===== src/rtl/lbist_lfsr_engine_if.sv =====
// lbist_lfsr_engine_if: BIST controller <-> LFSR engine bus
// master drives: start, seed_load, seed_in, mode, pat_count, misr_in
// slave drives: q, busy, done, signature, lockup
interface lbist_lfsr_engine_if #(
   parameter int WIDTH = 8,
   parameter int CNT_W = 16
);
   logic             start;
   logic             seed_load;
   logic             mode;
   logic             busy;
   logic             done;
   logic             lockup;
   logic [WIDTH-1:0] seed_in;
   logic [WIDTH-1:0] misr_in;
   logic [WIDTH-1:0] q;
   logic [WIDTH-1:0] signature;
   logic [CNT_W-1:0] pat_count;
   modport master (
      output start, seed_load, seed_in, mode, pat_count, misr_in,
      input  q, busy, done, signature, lockup
   );
   modport slave (
      input  start, seed_load, seed_in, mode, pat_count, misr_in,
      output q, busy, done, signature, lockup
   );
endinterface


===== src/rtl/lbist_lfsr_engine.sv =====
// lbist_lfsr_engine: Fibonacci LFSR pattern generator / MISR compactor with run control
// ports: clk, reset (sync, active-high), bus (slave modport of lbist_lfsr_engine_if)
module lbist_lfsr_engine #(
   parameter int               WIDTH    = 8,
   parameter logic [WIDTH-1:0] TAPS     = 8'hB8,
   parameter logic [WIDTH-1:0] SEED_RST = '1,
   parameter int               CNT_W    = 16
) (
   input logic clk,
   input logic reset,
   lbist_lfsr_engine_if.slave bus
);
   typedef enum logic [1:0] {IDLE, RUN, DONE} state_t;
   state_t           state;
   logic [CNT_W-1:0] cnt;
   logic             mode_q;
   logic             fb;
   logic             go;
   logic             ld;
   logic             mode_eff;
   logic [WIDTH-1:0] step;
   logic [WIDTH-1:0] q_next;
   always_comb begin
      fb       = ^(bus.q & TAPS);
      step     = {bus.q[WIDTH-2:0], fb} ^ (mode_q ? bus.misr_in : '0);
      ld       = state == IDLE && bus.seed_load;
      go       = state == IDLE && bus.start;
      q_next   = state == RUN ? step : ld ? bus.seed_in : bus.q;
      // IDLE follows the live mode input; RUN/DONE use the mode latched at start
      mode_eff = state == IDLE ? bus.mode : mode_q;
   end
   always_ff @(posedge clk) begin
      if (reset) begin
         bus.q         <= SEED_RST;
         bus.signature <= '0;
         bus.busy      <= 1'b0;
         bus.done      <= 1'b0;
         bus.lockup    <= 1'b0;
         cnt           <= '0;
         mode_q        <= 1'b0;
         state         <= IDLE;
      end else begin
         bus.q      <= q_next;
         bus.lockup <= q_next == '0 && !mode_eff;
         bus.busy   <= 1'b0;
         bus.done   <= 1'b0;
         case (state)
            IDLE: if (go) begin
               mode_q <= bus.mode;
               cnt    <= bus.pat_count;
               if (bus.pat_count == '0) begin
                  // zero-length run: signature is the (possibly just loaded) seed
                  state         <= DONE;
                  bus.done      <= 1'b1;
                  bus.signature <= q_next;
               end else begin
                  state    <= RUN;
                  bus.busy <= 1'b1;
               end
            end
            RUN: begin
               cnt <= cnt - 1'b1;
               if (cnt == CNT_W'(1)) begin
                  state         <= DONE;
                  bus.done      <= 1'b1;
                  bus.signature <= step;
               end else begin
                  bus.busy <= 1'b1;
               end
            end
            default: state <= IDLE;
         endcase
      end
   end
endmodule


===== src/flat_wrapper.sv =====
// flat-port wrapper written by rule: the top's interface ports become plain ports
module lbist_lfsr_engine_flat 
#(
   parameter int               WIDTH    = 8,
   parameter logic [WIDTH-1:0] TAPS     = 8'hB8,
   parameter logic [WIDTH-1:0] SEED_RST = '1,
   parameter int               CNT_W    = 16
)
  (clk, reset, bus_start, bus_seed_load, bus_seed_in, bus_mode, bus_pat_count, bus_misr_in, bus_q, bus_busy, bus_done, bus_signature, bus_lockup);
  lbist_lfsr_engine_if #(.WIDTH(WIDTH), .CNT_W(CNT_W)) bus_i ();
  input logic clk;
  input logic reset;
  input wire logic [$bits(bus_i.start)-1:0] bus_start;
  input wire logic [$bits(bus_i.seed_load)-1:0] bus_seed_load;
  input wire logic [$bits(bus_i.seed_in)-1:0] bus_seed_in;
  input wire logic [$bits(bus_i.mode)-1:0] bus_mode;
  input wire logic [$bits(bus_i.pat_count)-1:0] bus_pat_count;
  input wire logic [$bits(bus_i.misr_in)-1:0] bus_misr_in;
  output wire logic [$bits(bus_i.q)-1:0] bus_q;
  output wire logic [$bits(bus_i.busy)-1:0] bus_busy;
  output wire logic [$bits(bus_i.done)-1:0] bus_done;
  output wire logic [$bits(bus_i.signature)-1:0] bus_signature;
  output wire logic [$bits(bus_i.lockup)-1:0] bus_lockup;
  assign bus_i.start = bus_start;
  assign bus_i.seed_load = bus_seed_load;
  assign bus_i.seed_in = bus_seed_in;
  assign bus_i.mode = bus_mode;
  assign bus_i.pat_count = bus_pat_count;
  assign bus_i.misr_in = bus_misr_in;
  assign bus_q = bus_i.q;
  assign bus_busy = bus_i.busy;
  assign bus_done = bus_i.done;
  assign bus_signature = bus_i.signature;
  assign bus_lockup = bus_i.lockup;
  lbist_lfsr_engine #(.WIDTH(WIDTH), .TAPS(TAPS), .SEED_RST(SEED_RST), .CNT_W(CNT_W)) u_core (.clk(clk), .reset(reset), .bus(bus_i));
endmodule

===== config.mk =====
export PLATFORM = sky130hd
export DESIGN_NAME = lbist_lfsr_engine_flat
export DESIGN_NICKNAME = d
export VERILOG_FILES = /design/src/rtl/lbist_lfsr_engine_if.sv /design/src/rtl/lbist_lfsr_engine.sv /design/src/flat_wrapper.sv
export SDC_FILE = /design/constraint.sdc
export NUM_CORES = 1
export LEC_CHECK = 0
export BUFFER_PORTS_ARGS = -buffer_cell sky130_fd_sc_hd__buf_4
export CAP_MARGIN = 0
export CORE_MARGIN = 2
export CORE_UTILIZATION = 53
export DETAILED_ROUTE_END_ITERATION = 8
export HOLD_SLACK_MARGIN = 0.08
export PLACE_DENSITY = 0.85
export SYNTH_ARGS = -nofsm -noshare
export SYNTH_HDL_FRONTEND = slang
export SYNTH_SLANG_ARGS = --single-unit

===== constraint.sdc =====
create_clock -name clk -period 2.22 [get_ports clk]
set_clock_uncertainty 0.1 [all_clocks]
set_input_delay 0.444 -clock clk [delete_from_list [all_inputs] [get_ports clk]]
set_output_delay 0.444 -clock clk [all_outputs]
set_load 0.02 [all_outputs]

* After elaboration in Yosys (flattened, before gate mapping)
Index checks and enable logic that the tools add are counted.
Word-level totals: word-level logic and storage cells 50, output and inout bits 19, register bits after elaboration 38, input port bits 37
Operators by class: equality and inequality tests 5, bitwise logic cells 1, multiplexer cells 22, reductions and logical operators 13, $add $sub $neg 1
Operators with widths (number):
- $mux W8 | 6
- $pmux W16 S2 | 1
- $eq A16 B1 Y1 const B | 1
- $logic_not A16 Y1 | 1
- $mux W16 | 1
- $pmux W8 S2 | 1
- $sub A16 B1 Y16 const B | 1
- $logic_not A8 Y1 | 1
- $reduce_xor A8 Y1 | 1
- $xor A8 B8 Y8 | 1
- $mux W1 | 7
- $mux W2 | 3
- $reduce_and A2 Y1 | 3
- $ne A2 B2 Y1 const B | 2
- $pmux W1 S2 | 2
- $pmux W2 S2 | 1
- $reduce_and A4 Y1 | 1
- $logic_and A1 B1 Y1 | 3
- $eq A2 B1 Y1 const B | 1
- $logic_not A2 Y1 | 1
- $ne A2 B1 Y1 const B | 1
- $reduce_bool A2 Y1 | 1
- $logic_not A1 Y1 | 1

* Longest topological paths before layout
Gate-level depths: netlist of run 1.
depth in word-level cells 7, gate-level depth with buffers 8, mapped depth without buffers 7

* Worst setup path before layout of run 1
Ideal clock, no wire load.
path type register -> register, start reg u_core.cnt[0], end reg u_core.cnt[14], arrival time 1.660 ns, clock period less this slack 1.834 ns, path buffers 0, data required time 2.046 ns, slack 0.386 ns, cell stages (with the launch flop) 8, library setup time 0.074 ns, cells stage by stage dfxtp_1 > inv_1 > ha_1 > or2b_2 > nor4_4 > nand3_2 > or3_1 > a31oi_1
Between the ends: cells in the longest elaborated chain, start to end 2
Ends and longest elaborated chain:
- from (decl) | line lbist_lfsr_engine.sv:15 | logic [CNT_W-1:0] cnt;
- from (signal assigned) | line lbist_lfsr_engine.sv:50 | cnt <= bus.pat_count;
- from (signal assigned) | line lbist_lfsr_engine.sv:62 | cnt <= cnt - 1'b1;
- $sub A16 B1 Y16 | line lbist_lfsr_engine.sv:62
- $pmux W16 S2 | line lbist_lfsr_engine.sv:47 | case (state)
No other way between the ends. A chain may end at the register's enable or synchronous reset.

* Worst setup path in the final report of run 1
start reg u_core.state[1], end reg u_core.cnt[13]
Between the ends: cells in the longest elaborated chain, start to end 4, elaborated cells on any way between the ends 7, classes of those cells eq/ne: 2; mux: 1; reduce/logical: 4
Ends and longest elaborated chain:
- from (decl) | line lbist_lfsr_engine.sv:14 | state_t state;
- from (signal assigned) | line lbist_lfsr_engine.sv:41 | state <= IDLE;
- from (signal assigned) | line lbist_lfsr_engine.sv:53 | state <= DONE;
- from (signal assigned) | line lbist_lfsr_engine.sv:57 | state <= RUN;
- $logic_not A2 Y1 | line lbist_lfsr_engine.sv:27, lbist_lfsr_engine.sv:47
- $logic_and A1 B1 Y1 | line lbist_lfsr_engine.sv:27 | go = state == IDLE && bus.start;
- $ne A2 B1 Y1 (no source line)
- $reduce_and A2 Y1 (no source line)
Several ways; a longest one is shown, not always the timed one.

==> results.sh, run 1 <==
export IMPL_worst_slack_ns=0.178
export IMPL_yosys_warnings=0
export IMPL_synthXorXnorAreaFrac=0.0582
export IMPL_finalSetupTns_ns=0
export IMPL_final_max_slew_viol_count=0
export IMPL_pwr_share_comb=0.268
export IMPL_cts_buffers=5
export IMPL_synth_compound_area_frac=0.192
export IMPL_start_util=0.548
export IMPL_synth_top_area_cell="dfxtp_1"
export IMPL_area_growth_syn_to_layout_pct=25.6
export IMPL_p_leak_nw=1.09
export IMPL_port_buffers=55
export IMPL_async_flop_share=0
export IMPL_finalCritPeriodShare=0.920
export IMPL_num_fill_cells=329
export IMPL_pwr_share_seq=0.421
export IMPL_clock_sinks=38
export IMPL_syn_area_per_cell_sq_um=8.30
export IMPL_hold_path_class="input pin to register"
export IMPL_drt_pass1_iter_count=5
export IMPL_grt_use_total=0.248
export IMPL_synthesis_nets=303
export IMPL_drt_wl_total_mm=5.66
export IMPL_hold_depth=3
export IMPL_synth_top_family_by_area="simple AND/OR/NAND/NOR gates"
export IMPL_peakVddDrop_mv=0.610
export IMPL_grt_pass1_wl_mm=8.79
export IMPL_clock_root_buffer="clkbuf_8"
export IMPL_holdWs_ns=0.283
export IMPL_netlist_cell_type_count=57
export IMPL_drtAntennaViolNets=0
export IMPL_maxCapViolCount=0
export IMPL_syn_area_sq_um=2190
export IMPL_max_slew_margin=0.618
export IMPL_worstPathMaxFanout=18
export IMPL_reg2reg_from="u_core.state[1]$_SDFFE_PP0P_"
export IMPL_clk_pin_slew_ns=0.08
export IMPL_synthSimpleGateAreaFrac=0.296
export IMPL_min_period_ns=2.04
export IMPL_drc_errors=0
export IMPL_pwr_share_clk=0.311
export IMPL_synth_area_mux_share=0.0417
export IMPL_ys_flop_type="dfxtp_1"
export IMPL_die_width_microns=68.3
export IMPL_grt_max_degree=38
export IMPL_synth_edf_count=0
export IMPL_start_kind="register"
export IMPL_swShare=0.311
export IMPL_r2r_slack_ns=0.18
export IMPL_criticalPathCategory="register to register"
export IMPL_crit_arrival_ns=2.12
export IMPL_outcome="completed"
export IMPL_drtIter0Drc=213
export IMPL_pin_count=56
export IMPL_cts_resized=0
export IMPL_synth_seq_area_share=0.347
export IMPL_hold_path_endpoint="u_core.cnt[3]$_SDFFE_PP0P_"
export IMPL_powerDensity_nw_per_um2=695
export IMPL_dp_slack_ns=0.130
export IMPL_insertion_delay_ns=0.29
export IMPL_coreArea_sq_um=4000
export IMPL_cp_required_ns=2.30
export IMPL_grt_ovfl_total=0
export IMPL_ys_top_cells_by_area="dfxtp_1 35%, nor2_1 5.3%, nand2_1 4.5%"
export IMPL_wl_per_cell_microns=15.4
export IMPL_rsz0062_at_grt="false"
export IMPL_yosysMostFrequentCell="dfxtp_1"
export IMPL_hp_start="bus_pat_count[3]"
export IMPL_row_count=23
export IMPL_gp_congestion=0.946
export IMPL_cts_buffer_depth=2
export IMPL_n_antenna_cell=0
export IMPL_rr_worst_depth=5
export IMPL_htreeDepth=2
export IMPL_worstReg2RegEnd="u_core.cnt[13]$_SDFFE_PP0P_"
export IMPL_switchingPower_mw=0.596
export IMPL_cts_tree="done"
export IMPL_final_nets=356
export IMPL_viasPerCell=5.96
export IMPL_hold_buffers=0
export IMPL_die_area_sq_um=4670
export IMPL_tightestPinTransition_ns=0.572
export IMPL_synthAdderAreaFrac=0.0114
export IMPL_dr_total_vias=2195
export IMPL_grt_pass1_vias=1880
export IMPL_die_h_microns=68.3
export IMPL_synth_top_area_frac=0.347
export IMPL_post_cts_repair_setup_buffers=0
export IMPL_drive_gt1_frac=0.292
export IMPL_crit_path_end_kind="register"
export IMPL_hold_violations=0
export IMPL_synthCells=264
export IMPL_p_int_mw=1.32
export IMPL_grt_antenna_before_repair=0
export IMPL_max_freq_mhz=490
export IMPL_synth_top_cells_by_count="38 x dfxtp_1, 31 x nor2_1, 26 x nand2_1"
export IMPL_dp_hpwl_mm=4.12
export IMPL_setup_viol=0
export IMPL_ys_ff_latch=38
## worst max-delay path, cell delays in order (launching register included)
cell	delay, ns
dfxtp_1	0.49
and2b_2	0.38
nand2_1	0.15
or4_1	0.50
a222oi_1	0.24
nor2_1	0.07
## metrics by stage
step	utilization	power (mW)	std cells	cell area (sq um)
floorplan	-	1.15	264	2190
global placement	0.660	1.31	360	2640
detailed placement	0.660	1.32	360	2640
CTS	0.688	1.91	368	2750
global route	0.688	2.00	368	2750
finish	0.688	1.91	368	2750
## sequential cells by signal, summed over array words and instances, names as in the netlist
register              count
u_core.mode_q             1
u_core.state              2
u_core.bus.q              8
u_core.bus.signature      8
u_core.bus.busy           1
u_core.bus.done           1
u_core.bus.lockup         1
u_core.cnt               16
## cells by family (layout without fill, tap and decap cells)
kind of cell,Yosys count,in the layout
and+or+nand+nor,119,119
adders and majority gates,2,2
muxes,9,9
buffers and inverters,20,74
DFF,38,38
xor gates and xnor gates,13,13
AOI/OAI and AO/OA,63,63
## per-layer routing
metal	routed length, microns	vias to the layer above	GRT usage	share of wire
li1	-	1053	-	-
met5	0	-	0	0
met1	2500	1042	0.346	0.44
met2	2710	87	0.379	0.48
met4	83	0	0.0700	0.015
met3	368	13	0.0625	0.065
## power by group through the flow
stage	registers, mW	logic [mW]	clock network (mW)
after floorplan	0.815	0.332	0
after global placement	0.817	0.493	0
after detailed placement	0.819	0.502	0
after CTS	0.804	0.508	0.598
after global routing	0.813	0.562	0.626
final	0.807	0.513	0.594
## how the worst max path moves through the flow
stage                                       from                                   end  cells after the start
CTS                 u_core.state[1]$_SDFFE_PP0P_           u_core.cnt[13]$_SDFFE_PP0P_                      5
finish              u_core.state[1]$_SDFFE_PP0P_           u_core.cnt[13]$_SDFFE_PP0P_                      5
global placement                bus_pat_count[1]  u_core.bus.signature[0]$_SDFFE_PP0P_                      7
floorplan             u_core.cnt[0]$_SDFFE_PP0P_           u_core.cnt[14]$_SDFFE_PP0P_                      7
global route        u_core.state[1]$_SDFFE_PP0P_  u_core.bus.signature[3]$_SDFFE_PP0P_                      5
detailed placement              bus_pat_count[1]  u_core.bus.signature[2]$_SDFFE_PP0P_                      7
## cell usage in the layout, fill, tap and decap left out, drive strengths merged, types with 2 or more instances in the layout
cell type  instances
a211oi             5
a21bo              2
a21oi             19
a221oi             3
a222oi             2
a22oi              3
a31o               2
a31oi              4
and2               5
buf               63
clkbuf             5
clkinvlp           2
dfxtp             38
ha                 2
inv                3
mux2i              8
nand2             26
nand2b             5
nand3              6
nand4              3
nor2              31
nor2b              5
nor3               5
nor3b              5
nor4               7
nor4bb             3
o21ai             12
o221ai             2
o22ai              2
or2                6
or3                3
or4                2
xnor2              4
xor2               8
## final cells by class
type | count | area [sq um] | area share
clock buffer | 5 | 68.8 | 0.0250
clock inverter | 3 | 45.0 | 0.0164
timing repair buffer | 63 | 485 | 0.176
tap | 50 | 62.6 | 0.0227
sequential | 38 | 761 | 0.276
inverter | 3 | 11.3 | 0.00409
multi-input combinational | 206 | 1320 | 0.479
No activity file was read; power rests on OpenSTA's default activity.
==> run 2: changes to the inputs <==
MAX_ROUTING_LAYER = met4   (was unset)
==> run 2 against run 1 <==
Critical path depth stayed put. Flip-flop and latch count stayed put. Die area stayed put. Register-to-register slack hardly changed. Cell area stayed put. Critical path type unchanged.
==> results.sh, run 2 (synthesis gave the netlist of run 1 again) <==
export IMPL_crit_arrival_ns=2.12
export IMPL_largestRegisters="u_core.cnt (16), u_core.bus.q (8), u_core.bus.signature (8)"
export IMPL_start_kind="register"
export IMPL_cts_buffers=5
export IMPL_die_area_sq_um=4670
export IMPL_p_int_mw=1.32
export IMPL_grt_use_total=0.256
export IMPL_wl_met1_mm=2.47
export IMPL_dr_total_vias=2158
export IMPL_cts_resized=0
export IMPL_start_util=0.548
export IMPL_final_cell_mix="62 x buf_4, 38 x dfxtp_1, 31 x nor2_1, 26 x nand2_1, 19 x a21oi_1"
export IMPL_dp_slack_ns=0.130
export IMPL_grt_antenna_before_repair=0
export IMPL_worstPathMaxFanout=18
export IMPL_die_h_microns=68.3
export IMPL_grt_pass1_vias=1878
export IMPL_wl_per_cell_microns=15.3
export IMPL_tightestPinTransition_ns=0.552
export IMPL_final_common_cell="buf_4"
export IMPL_finalSetupTns_ns=0
export IMPL_peakVddDrop_mv=0.613
export IMPL_drive_gt1_frac=0.292
export IMPL_powerDensity_nw_per_um2=695
export IMPL_crit_path_end_kind="register"
export IMPL_outcome="completed"
export IMPL_drtIter0Drc=146
export IMPL_coreArea_sq_um=4000
export IMPL_finalCritPeriodShare=0.917
export IMPL_largest_register_ffs=16
export IMPL_hold_depth=3
export IMPL_max_slew_margin=0.631
export IMPL_top_register="u_core.cnt"
export IMPL_route_met3_wl_microns=402
export IMPL_drt_wl_total_mm=5.62
export IMPL_p_leak_nw=1.09
export IMPL_drc_errors=0
export IMPL_min_period_ns=2.04
export IMPL_row_count=23
export IMPL_insertion_delay_ns=0.30
export IMPL_setup_viol=0
export IMPL_gp_congestion=0.963
export IMPL_clk_pin_slew_ns=0.08
export IMPL_die_width_microns=68.3
export IMPL_pwr_share_comb=0.268
export IMPL_maxCapViolCount=0
export IMPL_final_max_slew_viol_count=0
export IMPL_grt_pass1_wl_mm=8.82
export IMPL_pwr_share_seq=0.421
export IMPL_wl_met2_mm=2.69
export IMPL_hold_path_class="input pin to register"
export IMPL_hold_violations=0
export IMPL_highest_layer="met4"
export IMPL_dp_hpwl_mm=4.12
export IMPL_switchingPower_mw=0.596
export IMPL_drt_pass1_iter_count=5
export IMPL_area_growth_syn_to_layout_pct=25.6
export IMPL_criticalPathCategory="register to register"
export IMPL_cts_buffer_depth=2
export IMPL_pwr_share_clk=0.310
export IMPL_rsz0062_at_grt="false"
export IMPL_num_fill_cells=329
export IMPL_fin_util=0.688
export IMPL_final_nets=356
export IMPL_n_antenna_cell=0
export IMPL_clock_root_buffer="clkbuf_8"
export IMPL_viasPerCell=5.86
export IMPL_port_buffers=55
export IMPL_clock_sinks=38
export IMPL_hold_buffers=0
export IMPL_cp_required_ns=2.30
export IMPL_power_mw=1.91
export IMPL_htreeDepth=2
export IMPL_cts_tree="done"
export IMPL_max_freq_mhz=491
export IMPL_pin_count=56
export IMPL_drtAntennaViolNets=0
export IMPL_rr_worst_depth=5
export IMPL_post_cts_repair_setup_buffers=0
export IMPL_worst_slack_ns=0.185
export IMPL_grt_max_degree=38
export IMPL_grt_ovfl_total=0
export IMPL_swShare=0.311
## run 2: cell counts in the layout (fill, tap and decap cells not counted)
Identical to the previous run, type by type.
## run 2: final timing paths
path / startpoint / to / slack, ns
max reg2reg: u_core.state[1]$_SDFFE_PP0P_ / u_core.cnt[13]$_SDFFE_PP0P_ / 0.18
max: u_core.state[1]$_SDFFE_PP0P_ / u_core.cnt[13]$_SDFFE_PP0P_ / 0.18
min reg2reg: u_core.cnt[10]$_SDFFE_PP0P_ / u_core.cnt[10]$_SDFFE_PP0P_ / 0.39
min: bus_pat_count[3] / u_core.cnt[3]$_SDFFE_PP0P_ / 0.28
## run 2: final cells by class
| cell class | count | area [sq um] | area share |
|---|---|---|---|
| clock buffer | 5 | 68.8 | 0.0250 |
| clock inverter | 3 | 45.0 | 0.0164 |
| inverter | 3 | 11.3 | 0.00409 |
| multi-input combinational | 206 | 1320 | 0.479 |
| sequential | 38 | 761 | 0.276 |
| tap | 50 | 62.6 | 0.0227 |
| timing repair buffer | 63 | 485 | 0.176 |
## run 2: per-layer routing
metal / GRT usage / vias to the layer above
met5: - / -
met4: 0.0700 / 0
met3: 0.0625 / 9
met2: 0.379 / 78
met1: 0.347 / 1016
li1: - / 1055
## run 2: per-stage QoR
stage | hold slack [ns] | instances | instance area (sq um)
floorplan | 0.351 | 264 | 2190
global placement | 0.368 | 360 | 2640
CTS | 0.286 | 368 | 2750
global route | 0.310 | 368 | 2750
finish | 0.284 | 368 | 2750
detailed placement | 0.380 | 360 | 2640
## run 2: power groups by stage
stage                     clock (mW)  sequential [mW]  combinational [mW]
after CTS                      0.598            0.804               0.508
after global routing           0.626            0.814               0.562
after floorplan                    0            0.815               0.332
after global placement             0            0.817               0.493
final                          0.594            0.806               0.513
after detailed placement           0            0.819               0.502
## run 2: worst max-delay path, cell delays in order, from the launching register on
cell      delay [ns]
dfxtp_1         0.49
and2b_2         0.37
nand2_1         0.15
or4_1           0.50
a222oi_1        0.25
nor2_1          0.07
==> run 3: changes to the inputs <==
BUFFER_PORTS_ARGS = unset   (was -buffer_cell sky130_fd_sc_hd__buf_4)
CORE_UTILIZATION = 60   (was 53)
DONT_BUFFER_PORTS = 1   (was unset)
PLACE_DENSITY = 0.81   (was 0.85)
==> run 3 against run 2 <==
Sequential power up 2.5%. Cell count down 16%. Die area fell by 11%. Utilization is 0.38 points lower. Sequential share of layout area grew 4.9 points. Cell area shrank 15%. Maximum frequency shrank 0.24%. Wire length is 5.7% lower. Register-to-register slack about the same. Critical endpoint is now u_core.cnt[14]$_SDFFE_PP0P_. Largest cell class unchanged. Highest routed layer unchanged.
==> results.sh, run 3 (synthesis gave the netlist of run 1 again) <==
export IMPL_clock_root_buffer="clkbuf_4"
export IMPL_clk_pin_slew_ns=0.13
export IMPL_r2r_slack_ns=0.18
export IMPL_switchingPower_mw=0.564
export IMPL_post_cts_repair_setup_buffers=0
export IMPL_highest_layer="met4"
export IMPL_p_leak_nw=0.834
export IMPL_worstPathMaxFanout=7
export IMPL_place_inst=301
export IMPL_dp_hpwl_mm=3.78
export IMPL_die_width_microns=64.4
export IMPL_row_count=21
export IMPL_hold_path_class="input pin to register"
export IMPL_largestRegisters="u_core.cnt (16), u_core.bus.q (8), u_core.bus.signature (8)"
export IMPL_p_int_mw=1.27
export IMPL_largest_register_ffs=16
export IMPL_grt_antenna_before_repair=0
export IMPL_final_cell_mix="38 x dfxtp_1, 31 x nor2_1, 26 x nand2_1, 19 x a21oi_1, 12 x o21ai_0"
export IMPL_pin_count=56
export IMPL_rr_worst_depth=7
export IMPL_area_growth_syn_to_layout_pct=6.68
export IMPL_die_h_microns=64.4
export IMPL_die_area_sq_um=4150
export IMPL_grt_max_degree=36
export IMPL_start_util=0.642
export IMPL_crit_cells=7
export IMPL_max_slew_margin=0.214
export IMPL_cts_resized=0
export IMPL_cts_tree="done"
export IMPL_wl_met1_mm=2.48
export IMPL_hold_depth=2
export IMPL_tightestPinTransition_ns=1.17
export IMPL_instances_no_fill=310
export IMPL_top_register="u_core.cnt"
export IMPL_grt_use_total=0.275
export IMPL_cts_buffers=5
export IMPL_crit_arrival_ns=2.22
export IMPL_min_period_ns=2.04
export IMPL_max_freq_mhz=490
export IMPL_drtIter0Drc=147
export IMPL_rsz0062_at_grt="false"
export IMPL_finalSetupTns_ns=0
export IMPL_insertion_delay_ns=0.36
export IMPL_criticalPathCategory="register to register"
export IMPL_swShare=0.307
export IMPL_grt_pass1_wl_mm=8.67
export IMPL_worstPathCellList="inv_1 -> ha_1 -> or2b_2 -> nor4_4 -> nand3_2 -> or3_1 -> a31oi_1"
export IMPL_route_met3_wl_microns=435
export IMPL_crit_path_end_kind="register"
export IMPL_clock_sinks=38
export IMPL_gp_congestion=0.892
export IMPL_final_cell_area_sq_um=2340
export IMPL_worst_path_buf_inv=1
export IMPL_setup_viol=0
export IMPL_dr_total_vias=1941
export IMPL_critPathTopFamily="simple AND/OR/NAND/NOR gates"
export IMPL_grt_pass1_vias=1832
export IMPL_grt_ovfl_total=0
export IMPL_finalCritPeriodShare=0.919
export IMPL_htreeDepth=2
export IMPL_n_antenna_cell=0
export IMPL_slowest_delay_ns=0.37
export IMPL_wl_met2_mm=2.22
export IMPL_drt_wl_total_mm=5.30
export IMPL_coreArea_sq_um=3420
export IMPL_maxCapViolCount=0
export IMPL_outcome="completed"
export IMPL_final_max_slew_viol_count=0
export IMPL_num_fill_cells=301
export IMPL_wl_per_cell_microns=17.1
export IMPL_drc_errors=0
export IMPL_cts_buffer_depth=2
export IMPL_final_nets=302
export IMPL_crit_path_top_delay_cell="dfxtp_1"
export IMPL_port_buffers=0
export IMPL_drtAntennaViolNets=0
export IMPL_powerDensity_nw_per_um2=785
export IMPL_hold_buffers=1
export IMPL_pwr_share_clk=0.332
export IMPL_viasPerCell=6.26
export IMPL_hold_violations=0
export IMPL_start_kind="register"
export IMPL_drive_gt1_frac=0.144
export IMPL_pwr_share_comb=0.219
export IMPL_peakVddDrop_mv=0.370
export IMPL_final_common_cell="dfxtp_1"
export IMPL_drt_pass1_iter_count=4
export IMPL_cp_required_ns=2.40
export IMPL_placed_area_sq_um=2220
export IMPL_pwr_share_seq=0.449
[run 3: layer usage]
metal	global-route usage	vias to the layer above
met1	0.376	890
li1	-	946
met4	0.109	0
met3	0.0799	21
met2	0.384	84
met5	-	-
[run 3: worst paths after layout]
check	start	end
min	bus_pat_count[6]	u_core.cnt[6]$_SDFFE_PP0P_
max	u_core.cnt[0]$_SDFFE_PP0P_	u_core.cnt[14]$_SDFFE_PP0P_
max reg2reg	u_core.cnt[0]$_SDFFE_PP0P_	u_core.cnt[14]$_SDFFE_PP0P_
min reg2reg	u_core.cnt[14]$_SDFFE_PP0P_	u_core.cnt[14]$_SDFFE_PP0P_
[run 3: final cells by class]
class,count,area [sq um],area share
Sequential cell,38,761,0.325
Timing Repair Buffer,9,82.6,0.0353
Clock buffer,5,37.5,0.0161
Inverter,3,11.3,0.00482
Multi-Input combinational cell,206,1320,0.564
Tap cell,46,57.6,0.0246
Clock inverter,3,68.8,0.0294
[run 3: metrics by stage]
stage                     utilization  hold WS [ns]  power [mW]  setup slack (ns)
after floorplan                     -         0.351        1.15             0.386
after global placement          0.651         0.369        1.21             0.273
after detailed placement        0.651         0.379        1.22             0.249
after CTS                       0.685        0.0932        1.83             0.191
after global routing            0.685        0.0977        1.93            0.0411
final                           0.685         0.102        1.84             0.180
[run 3: worst reg2reg max path, delay by kind of cell, from the launching register on]
family / cells / cell delay [ns]
compound gates: 1 / 0.15
fa+ha+maj: 1 / 0.15
buf+inv: 1 / 0.07
flops: 1 / 0.37
simple gates: 4 / 1.11
[run 3: power groups by stage]
stage          Sequential (mW)  Clock, mW  Combinational, mW
5_1_grt                  0.834      0.646              0.445
2_1_floorplan            0.815          0              0.332
4_1_cts                  0.824      0.613              0.396
3_3_place_gp             0.838          0              0.377
3_5_place_dp             0.839          0              0.383
6_report                 0.826      0.609              0.402
